**config.mk**
```make
export PLATFORM = sky130hd
export DESIGN_NAME = hamming_accum_param
export DESIGN_NICKNAME = d
export VERILOG_FILES = /design/src/rtl/hamming_accum_param.sv
export SDC_FILE = /design/constraint.sdc
export NUM_CORES = 1
export LEC_CHECK = 0
export BUFFER_PORTS_ARGS = -buffer_cell sky130_fd_sc_hd__buf_2
export CAP_MARGIN = 25
export CORE_ASPECT_RATIO = 0.75
export CORE_MARGIN = 8
export CORE_UTILIZATION = 60
export CTS_CLUSTER_DIAMETER = 100
export DETAILED_ROUTE_END_ITERATION = 6
export HOLD_SLACK_MARGIN = 0.1
export PLACE_DENSITY = 0.86
export SETUP_SLACK_MARGIN = 0.3
export SYNTH_ARGS = -nofsm -noshare
export SYNTH_HDL_FRONTEND = slang
export SYNTH_SLANG_ARGS = --single-unit
```
**constraint.sdc**
```tcl
create_clock -name clk -period 12.8 [get_ports clk]
set_clock_uncertainty 0.2 [all_clocks]
set_input_delay 0 -clock clk [delete_from_list [all_inputs] [get_ports clk]]
set_output_delay 0 -clock clk [all_outputs]
set_load 0.02 [all_outputs]
```
**src/rtl/hamming_accum_param.sv**
```systemverilog
// Sequential masked Hamming-distance accumulator with start/done framing.
// One CHUNK_W slice per accepted cycle; a threshold compare is produced in DONE.
module hamming_accum_param #(
  parameter int CHUNK_W  = 5,
  parameter int N_CYCLES = 3200,
  parameter int OUT_W    = $clog2(CHUNK_W*N_CYCLES+1),
  parameter int CNT_W    = $clog2(N_CYCLES+1)
) (
  input  logic               clk,
  input  logic               rst,
  input  logic               start,
  input  logic               in_valid,
  input  logic [CHUNK_W-1:0] g_input,
  input  logic [CHUNK_W-1:0] e_input,
  input  logic [CHUNK_W-1:0] m_input,
  input  logic [OUT_W-1:0]   thresh,
  output logic [OUT_W-1:0]   o,
  output logic               busy,
  output logic               done,
  output logic               below_thresh
);

  localparam int PC_W = $clog2(CHUNK_W+1);

  typedef enum logic [1:0] {
    IDLE  = 2'd0,
    ACCUM = 2'd1,
    DONE  = 2'd2
  } state_t;

  state_t           state_r;
  logic [CNT_W-1:0] cnt_r;

  logic [CHUNK_W-1:0] diff_s;
  logic [OUT_W-1:0]   sum_s;
  logic               last_s;

  function automatic logic [PC_W-1:0] popcount(input logic [CHUNK_W-1:0] v);
    logic [PC_W-1:0] acc;
    acc = {PC_W{1'b0}};
    for (int i = 0; i < CHUNK_W; i++) begin
      acc = acc + PC_W'(v[i]);
    end
    return acc;
  endfunction

  assign diff_s = (g_input ^ e_input) & ~m_input;
  assign sum_s  = o + OUT_W'(popcount(diff_s));
  // The accept that brings the count to N_CYCLES is the final one.
  assign last_s = (cnt_r == CNT_W'(N_CYCLES - 1));

  // Control FSM with the accumulator, counter and all outputs registered.
  always_ff @(posedge clk or negedge rst) begin
    if (!rst) begin
      state_r      <= IDLE;
      cnt_r        <= {CNT_W{1'b0}};
      o            <= {OUT_W{1'b0}};
      busy         <= 1'b0;
      done         <= 1'b0;
      below_thresh <= 1'b0;
    end else begin
      case (state_r)
        IDLE: begin
          if (start) begin
            state_r      <= ACCUM;
            cnt_r        <= {CNT_W{1'b0}};
            o            <= {OUT_W{1'b0}};
            busy         <= 1'b1;
            done         <= 1'b0;
            below_thresh <= 1'b0;
          end
        end
        ACCUM: begin
          if (start) begin
            cnt_r <= {CNT_W{1'b0}};
            o     <= {OUT_W{1'b0}};
          end else if (in_valid) begin
            o     <= sum_s;
            cnt_r <= cnt_r + CNT_W'(1);
            if (last_s) begin
              state_r      <= DONE;
              busy         <= 1'b0;
              done         <= 1'b1;
              below_thresh <= (sum_s < thresh);
            end
          end
        end
        DONE: begin
          if (start) begin
            state_r      <= ACCUM;
            cnt_r        <= {CNT_W{1'b0}};
            o            <= {OUT_W{1'b0}};
            busy         <= 1'b1;
            done         <= 1'b0;
            below_thresh <= 1'b0;
          end else begin
            below_thresh <= (o < thresh);
          end
        end
        default: begin
          state_r      <= IDLE;
          cnt_r        <= {CNT_W{1'b0}};
          o            <= {OUT_W{1'b0}};
          busy         <= 1'b0;
          done         <= 1'b0;
          below_thresh <= 1'b0;
        end
      endcase
    end
  end

endmodule

```
---- After elaboration in Yosys (flattened, before gate mapping) ----
Cells that the tools add are included.
storage, ports and cells
  bits in registers ....................... 31
  output and inout port bits .............. 17
  word-level logic and storage cells ...... 59
operators by class
  add/subtract/negate cells ............... 6
  magnitude comparators ................... 2
  equality and inequality tests ........... 9
  mux-type cells .......................... 28
  bitwise operators ....................... 3
  reductions and logical operators ........ 5
operators by type and width
  cell                                            number
  2-to-1 mux 14 bit                               3
  2-to-1 mux 12 bit                               3
  less-than comparator 14 bit                     2
  case mux 14 bit (2 select lines)                1
  case mux 12 bit (2 select lines)                1
  adder 14 x 3 -> 14 bit                          1
  adder 12 x 1 -> 12 bit (second input constant)  1
  == test 12 bit (second input constant)          1
  2-to-1 mux 1 bit                                12
  2-to-1 mux 2 bit                                4
  inequality test 2 bit (second input constant)   4
  AND reduction 4 bit                             2
  adder 3 x 1 -> 3 bit                            2
  bitwise AND 5 bit                               1
  inverter 5 bit                                  1
  bitwise XOR 5 bit                               1
  case mux 1 bit (2 select lines)                 2
  case mux 2 bit (2 select lines)                 1
  adder 2 x 1 -> 3 bit                            1
  inequality test 3 bit (second input constant)   1
  case mux 1 bit (3 select lines)                 1
  adder 1 x 1 -> 2 bit                            1
  == test 2 x 1 -> 1 bit (second input constant)  1
  == test 2 bit (second input constant)           1
  4 further kinds                                 4

---- Depth between registers and ports, before layout ----
Gate-level depths: netlist of the first run.
  word-level depth ........................ 12
  gate-level depth with buffers ........... 19
  mapped depth without buffers ............ 19

---- Worst setup path before layout of the first run ----
No wires, ideal clock.
  kind .................................... register to register
  start point ............................. register o[0]
  end point ............................... register below_thresh
  library setup time ...................... 0.125 ns
  arrival ................................. 3.905 ns
  setup slack ............................. 8.570 ns
  stages on the path, launching flop included .. 18
  buffers on the path ..................... 0
  clock period less this slack ............ 4.230 ns
  cell sequence ........................... dfrtp_1 fa_1 fa_1 ha_1 inv_1 fa_1 nor2b_1 nor2_1 nor3_2 nand4_1 xnor2_1 ha_1 nand2_1 nor2_1 and2_0 a311oi_1 o21a_1 mux2_2
on the way
  cells in the longest elaborated chain, start to end .. 6
ends and longest elaborated chain
  what                                 RTL line  RTL
  start: declaration                   17        output logic [OUT_W-1:0] o,
  start signal: assignment             57        o <= {OUT_W{1'b0}};
  start signal: assignment             67        o <= {OUT_W{1'b0}};
  start signal: assignment             76        o <= {OUT_W{1'b0}};
  adder 14 x 3 -> 14 bit               48        assign sum_s = o + OUT_W'(popcount(diff_s));
  less-than comparator 14 bit          84        below_thresh <= (sum_s < thresh);
  2-to-1 mux 1 bit                     80        if (last_s) begin
  2-to-1 mux 1 bit                     77        end else if (in_valid) begin
  2-to-1 mux 1 bit                     74        if (start) begin
  case mux 1 bit (3 select lines) (*)  62        case (state_r)
  end signal: assignment               84
  end signal: assignment               97        below_thresh <= (o < thresh);
  end: declaration                     20        output logic below_thresh
Mark *: on every way between the ends. The rest lies on a longest branch, timed or not. The select of a mux whose other input is x is not followed.
A chain may end at the register's enable or synchronous reset.

---- Worst setup path in the final report of the first run ----
Same ends and word-level chain as after synthesis.

==> results of run 1 <==
area by class of cell:
type / instances / area, um2
clock inverters: 1 / 5.00
repair buffers: 54 / 295
flip-flops and latches: 30 / 751
clock buffers: 7 / 86.3
well taps: 55 / 68.8
inverters: 29 / 109
fillers: 341 / 1100
multi-input cells: 222 / 1630
worst register-to-register path, delay by kind of cell, from the launching register on:
| kind | cells | cell delay [ns] |
|---|---|---|
| AOI/OAI and AO/OA | 2 | 0.27 |
| xor gates and xnor gates | 1 | 0.18 |
| adders and majority gates | 5 | 1.89 |
| buffers and inverters | 1 | 0.05 |
| DFF | 1 | 0.42 |
| muxes | 1 | 0.26 |
| and+or+nand+nor | 7 | 1.06 |
per-stage QoR:
step | hold WS, ns | area [um2] | cells | worst slack [ns] | util
final | 0.0769 | 2950 | 398 | 8.33 | 0.727
after global routing | 0.150 | 2950 | 398 | 8.10 | 0.727
after CTS | 0.101 | 2950 | 398 | 8.36 | 0.727
after detailed placement | -0.124 | 2810 | 385 | 8.37 | 0.693
after global placement | -0.121 | 2810 | 385 | 8.54 | 0.693
after floorplan | -0.496 | 2530 | 287 | 8.57 | -
cells in the mapped netlist, types with 2 or more instances:
cell,n,area (um2)
nand2b_1,4,25.0
nand4_1,10,62.6
o221ai_1,2,17.5
dfrtp_1,30,751
xor2_1,5,43.8
o31ai_1,5,37.5
a21o_1,2,15.0
nor3_2,3,30.0
nand2_1,35,131
and3_4,2,22.5
o22ai_1,5,31.3
o2111ai_1,2,17.5
o21ai_2,2,17.5
o21ai_0,14,70.1
nand3_1,7,35.0
a22o_1,5,43.8
inv_1,29,109
ha_1,35,438
a21oi_2,3,26.3
buf_2,2,10.0
nor2_1,19,71.3
nor2b_1,2,12.5
a21oi_1,20,100
buf_4,2,15.0
fa_1,3,60.1
xnor2_1,16,140
cells by family after synthesis:
logic type / after synthesis / synth area share
buf+inv: 35 / 0.0592
xor+xnor: 21 / 0.0726
mux: 2 / 0.00839
compound gates: 70 / 0.182
simple gates: 91 / 0.186
fa+ha+maj: 38 / 0.196
flops: 30 / 0.296
cell usage in the layout, fill, tap and decap left out, types with 3 or more instances in the layout:
cell type	count
xor2_1	5
ha_1	35
nand2b_1	4
nor3_2	3
dlygate4sd3_1	5
dfrtp_1	30
o21ai_0	14
nand2_1	35
o31ai_1	5
a21oi_2	3
xnor2_1	16
clkbuf_8	6
buf_2	49
nand4_1	10
o22ai_1	5
fa_1	3
nand3_1	7
nor2_1	19
inv_1	29
a22o_1	5
a21oi_1	20
worst max path at each step:
stage / startpoint / endpoint / depth (start not counted)
4_1_cts: o[0]$_DFFE_PN0P_ / below_thresh$_DFFE_PN0P_ / 17
3_3_place_gp: o[0]$_DFFE_PN0P_ / below_thresh$_DFFE_PN0P_ / 17
2_1_floorplan: o[0]$_DFFE_PN0P_ / below_thresh$_DFFE_PN0P_ / 17
5_1_grt: o[0]$_DFFE_PN0P_ / below_thresh$_DFFE_PN0P_ / 17
3_5_place_dp: o[0]$_DFFE_PN0P_ / below_thresh$_DFFE_PN0P_ / 17
6_report: o[0]$_DFFE_PN0P_ / below_thresh$_DFFE_PN0P_ / 17
state kept, by name, summed over array words and instances (netlist names):
| name | flops |
|---|---|
| cnt_r | 12 |
| below_thresh | 1 |
| o | 14 |
| state_r | 1 |
| done | 1 |
| busy | 1 |
repair_timing:
action | 4_1_cts | 5_1_grt
endpoints found under the hold margin | 41 | 0
setup endpoints to repair | 0 | 0
hold buffers | 5 | 0
routing by layer:
metal  GRT usage  part of all wire  vias to the layer above
li1            -                 -                     1124
met1       0.239              0.48                     1070
met2       0.307              0.46                       57
met3      0.0454             0.051                       10
met4      0.0579             0.013                        0
met5           0                 0                        -
report_power, final:
group          internal, mW  leakage [nW]  switching (mW)  total (mW)
logic                0.0453          1.01          0.0749       0.120
registers             0.101         0.413         0.00548       0.107
clock network        0.0433        0.0482          0.0364      0.0797
total                 0.190          1.47           0.117       0.307
==> results.cfg, run 1 <==
[global_routing]
grt_overflow = 0
antenna_found_initial = 0
grt_max_degree = 31
grt_pass1_wl_um = 10100
grt.total_usage = 0.187
grt_pass1_vias = 2249

[yosys]
synth.distinct_cells = 49
syn_inst = 287
yosysWarnings = 0
ys_seq_elements = 30
synth_nets = 358
synth_area_mm2 = 0.00253
avgSynthCellArea_um2 = 8.83
ys_seq_area_frac = 0.296
synth-edff-count = 0
synth-main-ff-cell = dfrtp_1
synth-async-reset-ratio = 1.00

[die]
io_pins = 50
start_util = 0.625
die_h_um = 72.3
die-area_mm2 = 0.00658
core_mm2 = 0.00405
die-width_um = 91.1
rows = 20

[critical_path]
worstPathArrival_ns = 4.44
cp_common_cell = fa_1
crit_chain = fa_1 -> fa_1 -> ha_1 -> inv_1 -> fa_1 -> nor2b_1 -> nor2_1 -> nor3_2 -> nand4_1 -> xnor2_1 -> ha_1 -> nand2_1 -> nor2_1 -> and2_0 -> a311oi_1 -> o21a_1 -> mux2_2
rr_worst_depth = 17
critical-path-slowest-cell = fa_1
critical_path.reg2reg.endpoint = below_thresh$_DFFE_PN0P_
slowest_delay_ns = 0.55
rrSetupSlack_ns = 8.33
critPathKind = flip-flop to flip-flop
r2r_start = o[0]$_DFFE_PN0P_
crit_family = adder cells
critPathMaxFanout = 4
path_buf_inv = 1
start_kind = flip-flop
cp-end-kind = flip-flop
critPathRequiredTime_ns = 12.77

[sta]
slew-limit-headroom = 0.393
hold_viol = 0
fmax_mhz = 224
finalSetupViolations = 0
slew_violations = 0
tightest_slew_ns = 0.911
rsz0062_at_grt = false
fin_crit_sh = 0.349
finalSetupTns_ns = 0
layout_min_cycle_time_ns = 4.47

[power_and_ir_drop]
power.total_uw = 307
power_leakage_nw = 1.47
power_density_mw_per_mm2 = 104
vdd_drop_max_mv = 0.0659

[clock_network]
clkTransAtPathRegs_ns = 0.07
cts.sinks = 30
ctsResizeCount = 0
clock-root-buffer = clkbuf_8
clock_latency_ns = 0.29
numCtsBuffers = 5
post_cts_buffers = 0
clock_path_buffers = 2
cts_tree = done
htreeDepth = 2

[drt]
wirelength_um = 5980
dr.pass1.iters = 4
post-route-drc-count = 0
wl_per_cell_um = 15.0
route.vias.total = 2261
drtAntennaViolNets = 0
drtIter0Drc = 127
vias_per_cell = 5.68

[cells_and_area]
synthToLayoutAreaGrowth_pct = 16.3
drive_above_1_share = 0.210
num_antenna_cells = 0
final_nets = 413

[place]
hpwl_um = 4750
gp_congestion = 0.828
io_buffers = 49

[status]
status = finished clean

[job]
drv_cap = 0

[min_path]
hold_path_class = input pin to asynchronous set/reset pin
Note: power is estimated with default switching activity, not from simulation.
==> run 2: changes to the inputs <==
Settings changed: ABC_AREA set to 1, CORE_UTILIZATION 60 to 56, PLACE_DENSITY 0.86 to 0.8.
Clock period 12.8 ns to 4.2 ns, I/O delays scaled along.
==> run 2 against run 1 <==
Final cell count up 17%. Non-clock buffer count up 1. Sequential power rose to 3.2 times the previous value. Largest cell class unchanged.
==> results.cfg, run 2 <==
[cells_and_area]
largestRegisters = o x14, cnt_r x12
layout_common_cells = 78 x nand2_1, 63 x inv_1, 49 x buf_2
final_nets = 478
largest_reg_flops = 14
layout_commonest_cell = nand2_1
drive_above_1_share = 0.243
fillers = 384
top_register = o
synthToLayoutAreaGrowth_pct = 17.5
num_antenna_cells = 0

[drt]
wl_per_cell_um = 14.0
drtIter0Drc = 115
dr.pass1.iters = 4
drtAntennaViolNets = 0
post-route-drc-count = 0
wirelength_um = 6520
vias_per_cell = 5.22
route.vias.total = 2428

[sta]
hold_viol = 0
slew_violations = 0
finalSetupTns_ns = 0
fin_crit_sh = 0.889
rsz0062_at_grt = false
fmax_mhz = 268
slew-limit-headroom = 0.537
layout_min_cycle_time_ns = 3.73
tightest_slew_ns = 0.695
hold-worst-slack_ns = 0.117
finalSetupViolations = 0

[global_routing]
grt_max_degree = 31
grt_pass1_wl_um = 11100
grt_pass1_vias = 2473
grt_overflow = 0
antenna_found_initial = 0
grt.total_usage = 0.194

[place]
io_buffers = 49
gp_congestion = 0.886
hpwl_um = 5080

[critical_path]
critPathRequiredTime_ns = 4.18
path_buf_inv = 3
cp_common_cell = nand2_1
critical-path-slowest-cell = fa_1
crit_chain = fa_1 -> fa_1 -> ha_1 -> inv_1 -> fa_2 -> o21ai_4 -> nand2_2 -> inv_4 -> nand2_1 -> xor2_1 -> ha_1 -> nand2_1 -> inv_1 -> nand3_2 -> a21oi_2 -> nor2_1 -> nand2_1 -> nand2_1 -> nand2_1 -> nand2_1
worstSetupEndpoint = below_thresh$_DFFE_PN0P_
critPathKind = flip-flop to flip-flop
slowest_delay_ns = 0.50
critical_path.reg2reg.endpoint = below_thresh$_DFFE_PN0P_
rrSetupSlack_ns = 0.47
start_kind = flip-flop
rr_worst_depth = 20
crit_family = adder cells
cp-end-kind = flip-flop
crit_cells = 20
r2r_start = o[0]$_DFFE_PN0P_
worstPathArrival_ns = 3.72
critPathLaunch = o[0]$_DFFE_PN0P_
critPathMaxFanout = 4

[clock_network]
htreeDepth = 2
clkTransAtPathRegs_ns = 0.07
numCtsBuffers = 5
clock-root-buffer = clkbuf_8
clock_latency_ns = 0.29
cts.sinks = 30
cts_tree = done
clock_path_buffers = 2

[power_and_ir_drop]
power_density_mw_per_mm2 = 336
power_leakage_nw = 1.77
vdd_drop_max_mv = 0.278

[yosys]
ys_seq_area_frac = 0.282
yosysMostFrequentCell = nand2_1
yosysWarnings = 0
synth-edff-count = 0
synth_top_cell_area_share = 0.282
synth_area_mm2 = 0.00266
synth_area_leaders = dfrtp_1 28%, ha_1 16%, nand2_1 11%, inv_1 8.9%, nor2_1 3.4%
synth_top_area_cell = dfrtp_1
yosys-top-cells-count = 79 x nand2_1, 63 x inv_1, 35 x ha_1, 30 x dfrtp_1, 24 x nor2_1
syn_inst = 348
synth-main-ff-cell = dfrtp_1
avgSynthCellArea_um2 = 7.64
synth_nets = 419
ys_seq_elements = 30
synth.distinct_cells = 39
synth-async-reset-ratio = 1.00

[die]
rows = 21
die-width_um = 95.5
core_mm2 = 0.00452
start_util = 0.588
io_pins = 50
die-area_mm2 = 0.00723
die_h_um = 75.7

[job]
drv_cap = 0

[min_path]
hold_path_class = input pin to asynchronous set/reset pin

[status]
status = finished clean
==> run 2: power by group <==
part / internal (mW) / leakage [nW] / switching [mW] / total, mW
Sequential: 0.319 / 0.413 / 0.0270 / 0.346
Clock: 0.132 / 0.0482 / 0.113 / 0.245
Combinational: 0.155 / 1.30 / 0.303 / 0.459
==> run 2: worst min path at each step <==
stage                     from                        to  slack [ns]
floorplan                  rst  below_thresh$_DFFE_PN0P_       -0.50
global placement           rst         o[13]$_DFFE_PN0P_       -0.11
detailed placement         rst         o[11]$_DFFE_PN0P_       -0.11
CTS                 g_input[1]          o[0]$_DFFE_PN0P_        0.11
global route               rst         o[13]$_DFFE_PN0P_        0.19
finish                     rst         o[11]$_DFFE_PN0P_        0.12
==> run 2: logic make-up after synthesis <==
group           after synthesis  share of synthesized area
fa+ha+maj                    38                      0.187
buf+inv                      71                      0.106
simple gates                148                      0.260
compound gates               46                      0.114
xor+xnor                     15                     0.0494
flops                        30                      0.282
==> run 2: cell type report <==
type	instances	area, um2	area share
well taps	57	71.3	0.0228
clock inverters	1	5.00	0.00160
clock buffers	7	86.3	0.0276
multi-input cells	247	1650	0.528
inverters	68	260	0.0833
flip-flops and latches	30	751	0.240
repair buffers	55	300	0.0962
==> run 2: layer usage <==
metal	global-route usage	wire length, um	vias to the layer above
met5	0	0	-
met4	0.0628	94	0
met3	0.0384	342	13
met2	0.332	3200	54
met1	0.241	2880	1138
li1	-	-	1223
==> run 2: metrics by stage <==
stage          power (mW)  instance area, um2  instances  setup WS, ns  utilization
2_1_floorplan       0.674                2660        348         0.464            -
3_3_place_gp        0.781                2950        451         0.433        0.653
3_5_place_dp        0.796                2950        451         0.291        0.653
4_1_cts              1.05                3080        463         0.313        0.682
5_1_grt              1.13                3120        465         0.294        0.691
6_report             1.05                3120        465         0.466        0.691
==> run 2: worst register-to-register path, cell delays in order, from the launching register on <==
cell and delay [ns]:
dfrtp_1 0.41, fa_1 0.48, fa_1 0.50, ha_1 0.16
inv_1 0.06, fa_2 0.39, o21ai_4 0.20, nand2_2 0.10
inv_4 0.07, nand2_1 0.05, xor2_1 0.16, ha_1 0.27
nand2_1 0.05, inv_1 0.07, nand3_2 0.08, a21oi_2 0.13
nor2_1 0.05, nand2_1 0.06, nand2_1 0.05, nand2_1 0.05
nand2_1 0.04
==> run 2: repair_timing <==
item / 4_1_cts / 5_1_grt
hold buffers: 4 / 0
pin swaps: 1 / 4
setup buffers: 0 / 2
gates resized for setup: 0 / 8
gates cloned: 0 / 0
hold endpoints to repair: 47 / 0
endpoints found under the setup margin: 1 / 1
